===== src/rtl/noc_vc_link_buffer.sv =====
// Per-VC elastic link buffer: one circular FIFO per VC, round-robin drain onto a shared flit bus.
// Optional packet lock (grant held on one VC until its last flit) under `define NOC_LINK_PKT_LOCK_EN.
module noc_vc_link_buffer #(
    parameter int FLIT_WIDTH   = 32,
    parameter int VCHANNELS    = 2,
    parameter int BUFFER_DEPTH = 4
) (
    input  logic                  clk_i,
    input  logic                  rst_ni,
    input  logic [FLIT_WIDTH-1:0] in_flit_i,
    input  logic                  in_last_i,
    input  logic [VCHANNELS-1:0]  in_valid_i,
    output logic [VCHANNELS-1:0]  in_ready_o,
    output logic [FLIT_WIDTH-1:0] out_flit_o,
    output logic                  out_last_o,
    output logic [VCHANNELS-1:0]  out_valid_o,
    input  logic [VCHANNELS-1:0]  out_ready_i
);

    localparam int CW = $clog2(BUFFER_DEPTH + 1);
    localparam int PW = $clog2(BUFFER_DEPTH);
    localparam int VW = (VCHANNELS > 1) ? $clog2(VCHANNELS) : 1;

    logic [FLIT_WIDTH:0]  mem_q    [VCHANNELS][BUFFER_DEPTH];
    logic [PW-1:0]        wr_ptr_q [VCHANNELS];
    logic [PW-1:0]        rd_ptr_q [VCHANNELS];
    logic [CW-1:0]        cnt_q    [VCHANNELS];
    logic [VW-1:0]        rr_q;

    logic [VCHANNELS-1:0] full, wr_en, rd_en, cand_raw, cand;
    logic [VW-1:0]        wr_vc, gnt_vc;
    logic                 wr_req, gnt;
    logic [FLIT_WIDTH:0]  head;

    function automatic logic [VW-1:0] wrap_vc(input logic [VW-1:0] a, input int unsigned b);
        int unsigned s;
        s = 32'(a) + b;
        s = s % VCHANNELS;
        return VW'(s);
    endfunction

    function automatic logic [PW-1:0] next_ptr(input logic [PW-1:0] p);
        return (p == PW'(BUFFER_DEPTH - 1)) ? '0 : p + PW'(1);
    endfunction

    always_comb begin
        for (int v = 0; v < VCHANNELS; v++) begin
            full[v]     = (cnt_q[v] == CW'(BUFFER_DEPTH));
            cand_raw[v] = (cnt_q[v] != '0) && out_ready_i[v];
        end
        in_ready_o = ~full;
    end

    // Multi-hot in_valid is a protocol error: only the lowest set VC is considered.
    always_comb begin
        wr_vc  = '0;
        wr_req = |in_valid_i;
        wr_en  = '0;
        for (int v = VCHANNELS - 1; v >= 0; v--) begin
            if (in_valid_i[v]) wr_vc = VW'(v);
        end
        if (wr_req && !full[wr_vc]) wr_en[wr_vc] = 1'b1;
    end

`ifdef NOC_LINK_PKT_LOCK_EN
    logic          lock_q;
    logic [VW-1:0] lock_vc_q;

    always_comb begin
        cand = cand_raw;
        if (lock_q) begin
            cand            = '0;
            cand[lock_vc_q] = cand_raw[lock_vc_q];
        end
    end

    always_ff @(posedge clk_i or negedge rst_ni) begin
        if (!rst_ni) begin
            lock_q    <= 1'b0;
            lock_vc_q <= '0;
        end else if (gnt) begin
            lock_q    <= ~head[FLIT_WIDTH];
            lock_vc_q <= gnt_vc;
        end
    end
`else
    always_comb cand = cand_raw;
`endif

    always_comb begin
        gnt    = 1'b0;
        gnt_vc = rr_q;
        rd_en  = '0;
        head   = '0;
        for (int unsigned i = 0; i < VCHANNELS; i++) begin
            if (!gnt && cand[wrap_vc(rr_q, i)]) begin
                gnt    = 1'b1;
                gnt_vc = wrap_vc(rr_q, i);
            end
        end
        if (gnt) begin
            rd_en[gnt_vc] = 1'b1;
            head          = mem_q[gnt_vc][rd_ptr_q[gnt_vc]];
        end
        out_valid_o = rd_en;
        out_flit_o  = head[FLIT_WIDTH-1:0];
        out_last_o  = head[FLIT_WIDTH];
    end

    always_ff @(posedge clk_i or negedge rst_ni) begin
        if (!rst_ni) begin
            rr_q <= '0;
            for (int v = 0; v < VCHANNELS; v++) begin
                wr_ptr_q[v] <= '0;
                rd_ptr_q[v] <= '0;
                cnt_q[v]    <= '0;
            end
        end else begin
            if (gnt) rr_q <= wrap_vc(gnt_vc, 1);
            for (int v = 0; v < VCHANNELS; v++) begin
                if (wr_en[v]) wr_ptr_q[v] <= next_ptr(wr_ptr_q[v]);
                if (rd_en[v]) rd_ptr_q[v] <= next_ptr(rd_ptr_q[v]);
                if (wr_en[v] && !rd_en[v]) cnt_q[v] <= cnt_q[v] + CW'(1);
                else if (!wr_en[v] && rd_en[v]) cnt_q[v] <= cnt_q[v] - CW'(1);
            end
        end
    end

    // Payload storage needs no reset; validity is tracked by the counts.
    always_ff @(posedge clk_i) begin
        if (wr_req && !full[wr_vc]) mem_q[wr_vc][wr_ptr_q[wr_vc]] <= {in_last_i, in_flit_i};
    end

endmodule


===== config.mk =====
export PLATFORM = sky130hd
export DESIGN_NAME = noc_vc_link_buffer
export DESIGN_NICKNAME = d
export VERILOG_FILES = /design/src/rtl/noc_vc_link_buffer.sv
export SDC_FILE = /design/constraint.sdc
export NUM_CORES = 1
export LEC_CHECK = 0
export ABC_AREA = 1
export CORE_UTILIZATION = 34
export CTS_BUF_LIST = sky130_fd_sc_hd__clkbuf_2 sky130_fd_sc_hd__clkbuf_4 sky130_fd_sc_hd__clkbuf_8
export DETAILED_ROUTE_END_ITERATION = 10
export SKIP_LAST_GASP = 1
export SYNTH_ARGS = -nofsm -noshare
export SYNTH_HDL_FRONTEND = slang
export SYNTH_SLANG_ARGS = --single-unit

===== constraint.sdc =====
create_clock -name clk_i -period 3.3 [get_ports clk_i]
set_input_delay 0.66 -clock clk_i [delete_from_list [all_inputs] [get_ports clk_i]]
set_output_delay 0.66 -clock clk_i [all_outputs]
set_load 0.01 [all_outputs]

==> results.toml, run 1 <==
[outcome]
status = "finished clean"

[timing]
maxSlewViolCount = 0
slew_headroom_pct = 52.4
setup_tns_ns = 0
finalClockSkew_ns = 0.0149
max_freq_mhz = 310
hold_violations = 0
setup_viol = 0
rsz0062_at_grt = "yes"
period_share_pct = 97.9
period_needed_ns = 3.23
worstMarginPinSlew_ns = 0.711
fin_ws_ns = 0.0694
fin_hold_ws_ns = 0.525

[clocking]
cts_tree = "yes"
hold_buffers = 0
clk_pin_slew_ns = 0.06
cts_made_buffers = 48
cts_sinks = 279
clk_latency_ns = 0.57
cts_buffer_depth = 3
htree_num_levels = 2
root_buffer = "clkbuf_8"

[floorplanning]
num_rows = 69
die_area_um2 = 37600
die_h_um = 194
initial_utilization_pct = 34.9
coreArea_um2 = 35900
io_pins = 76
fp.dieW_um = 194

[cells_and_area]
syn_to_final_growth_pct = 28.4
finalInstanceArea_um2 = 16100
num-nets-final = 1491
utilization_pct = 44.8
fillers = 3273
drive_above_1_share_pct = 18.5
final_cells = 1940
antenna_cells = 0

[synth]
yosys_warnings = 0
avgSynthCellArea_um2 = 9.90
seq_area_frac_synth_pct = 66.3
synth_cell_types = 28
ys_ff_latch = 279
netlist_area_um2 = 12500
syn_inst = 1266
syn_nets = 1313

[global_routing]
grt_max_degree = 41
grt_pass1_vias = 8552
antenna_found_initial = 0
grt-ovfl-total = 0
grt_pass1_wl_um = 48000
track_usage_pct = 16.6

[drt]
drt-total-wl_um = 31700
first_pass_iters = 5
first_iter_violations = 478
drcViolationCount = 0
drt-wirelength-per-cell_um = 16.3
post_drt_via_cell_ratio = 4.57
drt.antenna.violating_nets = 0
dr_total_vias = 8861

[critical_path]
crit_type = "reg2out"
end_kind = "primary output"
arrival_ns = 2.57
startpoint_type = "flip-flop"
critPathRequiredTime_ns = 2.64
path_max_fanout = 12

[place]
placed_cell_area_um2 = 14500
gp_congestion = 0.743
dpl.cell_count = 1814
dp_worst_setup_slack_ns = -0.390
portBuffers = 75
dp_hpwl_um = 18300

[power]
power_per_cell_area_nw_per_um2 = 960
p_switching_mw = 5.98
comb_power_share_pct = 50.1
swShare_pct = 38.7
vdd.ir_drop.worst_mv = 0.464
total_leakage_power_nw = 7.10
finalPower_mw = 15.4
p_int_mw = 9.46
clockPowerShare_pct = 19.6
p_seq_share_pct = 30.3

[min_path]
hold_path_class = "in2async"

[flow_run]
maxCapViolCount = 0
==> sequential cells by signal (all words and copies together) (netlist names) <==
signal,count
mem_q,264
rd_ptr_q,4
cnt_q,6
rr_q,1
wr_ptr_q,4
==> per-layer routing <==
metal	GRT usage [%]	up-vias	part of all wire, %
li1	-	4402	-
met1	20.7	4172	42
met2	28.9	231	50
met3	3.13	56	5.3
met4	5.47	0	2.2
met5	0	-	0
==> layout make-up <==
| class | count | area (um^2) | share of cell area [%] |
|---|---|---|---|
| flip-flops and latches | 279 | 8310 | 51.6 |
| multi-input cells | 778 | 3620 | 22.5 |
| repair buffers | 184 | 2100 | 13.1 |
| clock buffers | 59 | 749 | 4.66 |
| inverters | 153 | 577 | 3.58 |
| well taps | 461 | 577 | 3.58 |
| clock inverters | 26 | 161 | 1.00 |
==> kinds of logic (layout without fill, tap and decap cells) <==
kind of cell / count (synthesis) / count (layout) / share of synthesized area [%]
XOR/XNOR: 4 / 4 / 0.280
multiplexers: 3 / 3 / 0.270
adder cells (fa/ha/maj): 8 / 8 / 0.919
buffers and inverters: 210 / 422 / 7.21
AO/OA/AOI/OAI: 48 / 48 / 2.04
AND/OR/NAND/NOR: 714 / 715 / 23.0
flip-flops: 279 / 279 / 66.3
==> placed cells by master (no fill, tap or decap), types with 3 or more instances in the layout <==
cell type,netlist,routed
ha_1,6,6
nor2_2,3,19
o21ai_0,40,40
clkbuf_4,0,10
nor2_1,117,88
buf_2,29,23
edfxtp_1,264,264
nor2_4,0,13
clkbuf_16,0,5
clkinv_2,0,9
mux2_2,3,3
clkinv_1,0,15
nand2_8,0,6
buf_4,13,55
dfrtp_1,15,13
nand2_1,516,507
nand3b_1,33,33
nand3_1,39,37
a21oi_1,4,4
clkbuf_8,0,49
buf_12,0,36
clkdlybuf4s50_1,0,40
nand2_2,4,5
inv_2,3,3
buf_16,0,6
clkbuf_2,0,9
nand2_4,1,4
buf_6,4,6
inv_1,150,149
==> final timing paths <==
check | start | endpoint | slack [ns] | depth (start not counted)
worst max-delay path | cnt_q[1] | out_flit_o[7] | 0.07 | 14
worst min-delay path | rst_ni | rd_ptr_q[2] | 0.53 | 1
max in group asynchronous | rst_ni | cnt_q[3] | 2.27 | 1
min in group clk_i | wr_ptr_q[1] | wr_ptr_q[1] | 0.54 | 1
worst max register to register | cnt_q[3] | cnt_q[1] | 0.59 | 14
worst min register to register | wr_ptr_q[1] | wr_ptr_q[1] | 0.54 | 1
==> what timing repair did <==
item                       CTS  global route
resized for setup          122            73
setup buffers               12            20
setup endpoints to repair   33            34
cloned                       6             5
pin swaps                   10            21
==> synth_stat cells <==
master | instances | share of area [%]
inv_1 | 150 | 4.5
clkbuf_1 | 6 | 0.18
nand3b_1 | 33 | 2.0
o21ai_2 | 1 | 0.070
nand2_4 | 1 | 0.090
a21boi_2 | 1 | 0.090
nand2_2 | 4 | 0.20
o21a_1 | 1 | 0.060
nand3_1 | 39 | 1.6
buf_4 | 13 | 0.78
buf_6 | 4 | 0.36
nand3_2 | 1 | 0.080
edfxtp_1 | 264 | 63
buf_1 | 5 | 0.15
nor2_1 | 117 | 3.5
o211ai_1 | 1 | 0.060
nor2_2 | 3 | 0.15
buf_2 | 29 | 1.2
xnor2_1 | 2 | 0.14
a21oi_1 | 4 | 0.16
mux2_2 | 3 | 0.27
nand2_1 | 516 | 15
fa_1 | 2 | 0.32
inv_2 | 3 | 0.090
ha_1 | 6 | 0.60
dfrtp_1 | 15 | 3.0
o21ai_0 | 40 | 1.6
xor2_1 | 2 | 0.14
==> critical path, cell delays in order (launching register included) <==
cell	delay (ns)
dfrtp_2	0.42
nor2_4	0.14
nand2_4	0.08
nand2_4	0.09
nand2_8	0.10
nand2_8	0.18
buf_4	0.14
nand2_2	0.05
o21ai_4	0.08
buf_6	0.17
buf_12	0.15
nand2_1	0.06
nor2_1	0.12
nor2_2	0.06
buf_2	0.13
==> power groups by stage <==
stage | clock network (mW) | logic [mW] | registers [mW]
after CTS | 3.10 | 7.30 | 4.68
after global routing | 3.25 | 8.51 | 4.73
final | 3.02 | 7.73 | 4.69
after floorplan | 0 | 3.72 | 4.73
after detailed placement | 0 | 6.72 | 4.75
after global placement | 0 | 6.68 | 4.73
No activity file was read; power rests on OpenSTA's default activity.
==> run 2: changes to the inputs <==
--- a/config.mk
+++ b/config.mk
@@ -7,7 +7,6 @@
 export LEC_CHECK = 0
 export ABC_AREA = 1
 export CORE_UTILIZATION = 34
-export CTS_BUF_LIST = sky130_fd_sc_hd__clkbuf_2 sky130_fd_sc_hd__clkbuf_4 sky130_fd_sc_hd__clkbuf_8
 export DETAILED_ROUTE_END_ITERATION = 10
 export SKIP_LAST_GASP = 1
 export SYNTH_ARGS = -nofsm -noshare
==> results.toml, run 2 (synthesis gave the netlist of run 1 again) <==
[place]
dp_worst_setup_slack_ns = -0.390
gp_congestion = 0.743
dp_hpwl_um = 18300
portBuffers = 75

[timing]
slew_headroom_pct = 53.5
hold_violations = 0
setup_tns_ns = 0
max_freq_mhz = 311
period_share_pct = 97.5
rsz0062_at_grt = "yes"
worstMarginPinSlew_ns = 0.695
fin_ws_ns = 0.0821
maxSlewViolCount = 0
period_needed_ns = 3.22
setup_viol = 0
fin_hold_ws_ns = 0.527
finalClockSkew_ns = 0.00959

[cells_and_area]
drive_above_1_share_pct = 16.3
largest_reg_flops = 264
antenna_cells = 0
final_common_cell = "nand2_1"
mostFrequentLayoutCells = "nand2_1, edfxtp_1, inv_1"
syn_to_final_growth_pct = 28.7
utilization_pct = 44.9
num-nets-final = 1465

[critical_path]
crit_top_cell = "nand2_1"
worst_r2r_startpoint = "cnt_q[4]"
crit_path_end = "out_flit_o[0]"
slowest_delay_ns = 0.42
r2r_end = "cnt_q[1]"
crit_type = "reg2out"
arrival_ns = 2.56
cp.depth = 14
critPathTopFamily = "simple AND/OR/NAND/NOR gates"
path_max_fanout = 7
rr_worst_depth = 14
crit_slowest_cell = "dfrtp_1"
end_kind = "primary output"
crit_chain = "nor2_4 > a21boi_4 > nand2_8 > nand2_8 > nand2_4 > nand2_8 > buf_12 > buf_12 > nand2_1 > nand2_1 > nand2_1 > nand2_1 > nor2_1 > clkdlybuf4s15_2"
crit_path_start = "cnt_q[4]"
critPathRequiredTime_ns = 2.64
startpoint_type = "flip-flop"
r2r_slack_ns = 0.56
path_buf_inv = 3

[global_routing]
grt-ovfl-total = 0
track_usage_pct = 16.3
grt_pass1_vias = 8299
antenna_found_initial = 0
grt_pass1_wl_um = 47400
use_met1_pct = 21.0
grtUsageMet2_pct = 28.4
grt-busiest-layer = "met2"
met3_usage_pct = 2.28
grt_max_degree = 41

[power]
vdd.ir_drop.worst_mv = 0.629
total_leakage_power_nw = 7.05
power_per_cell_area_nw_per_um2 = 975
finalPower_mw = 15.7

[outcome]
status = "finished clean"

[floorplanning]
initial_utilization_pct = 34.9
coreArea_um2 = 35900
die_area_um2 = 37600
die_h_um = 194
num_rows = 69
io_pins = 76
fp.dieW_um = 194

[clocking]
cts_made_buffers = 30
cts_buffer_depth = 3
htree_num_levels = 1
clk_pin_slew_ns = 0.06
clk_latency_ns = 0.55
root_buffer = "clkbuf_16"
cts_tree = "yes"
cts_sinks = 279

[min_path]
hold_path_class = "in2async"

[drt]
drcViolationCount = 0
first_pass_iters = 5
drt.antenna.violating_nets = 0
drt-total-wl_um = 31300
post_drt_via_cell_ratio = 4.58
first_iter_violations = 552
dr_total_vias = 8715
drt-wirelength-per-cell_um = 16.4

[flow_run]
maxCapViolCount = 0
==> run 2: how the worst min path moves through the flow <==
stage                           start     endpoint  depth (start not counted)  slack [ns]
after detailed placement  rd_ptr_q[3]  rd_ptr_q[3]                          2        0.51
after global placement    rd_ptr_q[3]  rd_ptr_q[3]                          2        0.51
final                          rst_ni     cnt_q[2]                          1        0.53
after floorplan                rst_ni     cnt_q[0]                          0        0.36
after CTS                      rst_ni     cnt_q[1]                          1        0.53
after global routing      rd_ptr_q[3]  rd_ptr_q[3]                          2        0.55
==> run 2: through the flow <==
step | instance area (um^2) | instances
final | 16100 | 1902
after global routing | 16100 | 1902
after CTS | 15900 | 1887
after detailed placement | 14500 | 1814
after global placement | 14500 | 1814
after floorplan | 12500 | 1266
==> run 2: layout make-up <==
type | instances | area, um^2
fillers | 3260 | 19800
flip-flops and latches | 279 | 8310
multi-input cells | 778 | 3620
repair buffers | 176 | 2050
clock buffers | 34 | 787
inverters | 153 | 582
well taps | 461 | 577
clock inverters | 21 | 205
==> run 2: per-layer routing <==
metal  routed length, um  up-vias  part of all wire [%]
met5                   0        -                     0
met3                1360       57                   4.3
met1               13600     4110                    44
li1                    -     4339                     -
met2               15400      209                    49
met4                 814        0                   2.6
==> run 2: worst reg2reg max path, delay by kind of cell, from the launching register on <==
family | cells | cell delay (ns)
flip-flops | 1 | 0.42
AND/OR/NAND/NOR | 4 | 0.54
AO/OA/AOI/OAI | 1 | 0.10
multiplexers | 1 | 0.27
buffers and inverters | 6 | 0.68
adder cells (fa/ha/maj) | 2 | 0.61
==> run 2: report_power, final <==
| group | internal (mW) | switching, mW | total (mW) | leakage (nW) |
|---|---|---|---|---|
| clock network | 2.01 | 1.35 | 3.37 | 0.485 |
| registers | 4.50 | 0.186 | 4.69 | 2.58 |
| logic | 3.28 | 4.39 | 7.67 | 3.98 |
==> run 2: repair_timing <==
item | 4_1_cts | 5_1_grt
pin swaps | 14 | 15
setup endpoints to repair | 33 | 34
setup buffers | 13 | 12
cloned | 6 | 5
resized for setup | 122 | 58
hold buffers | 0 | 0
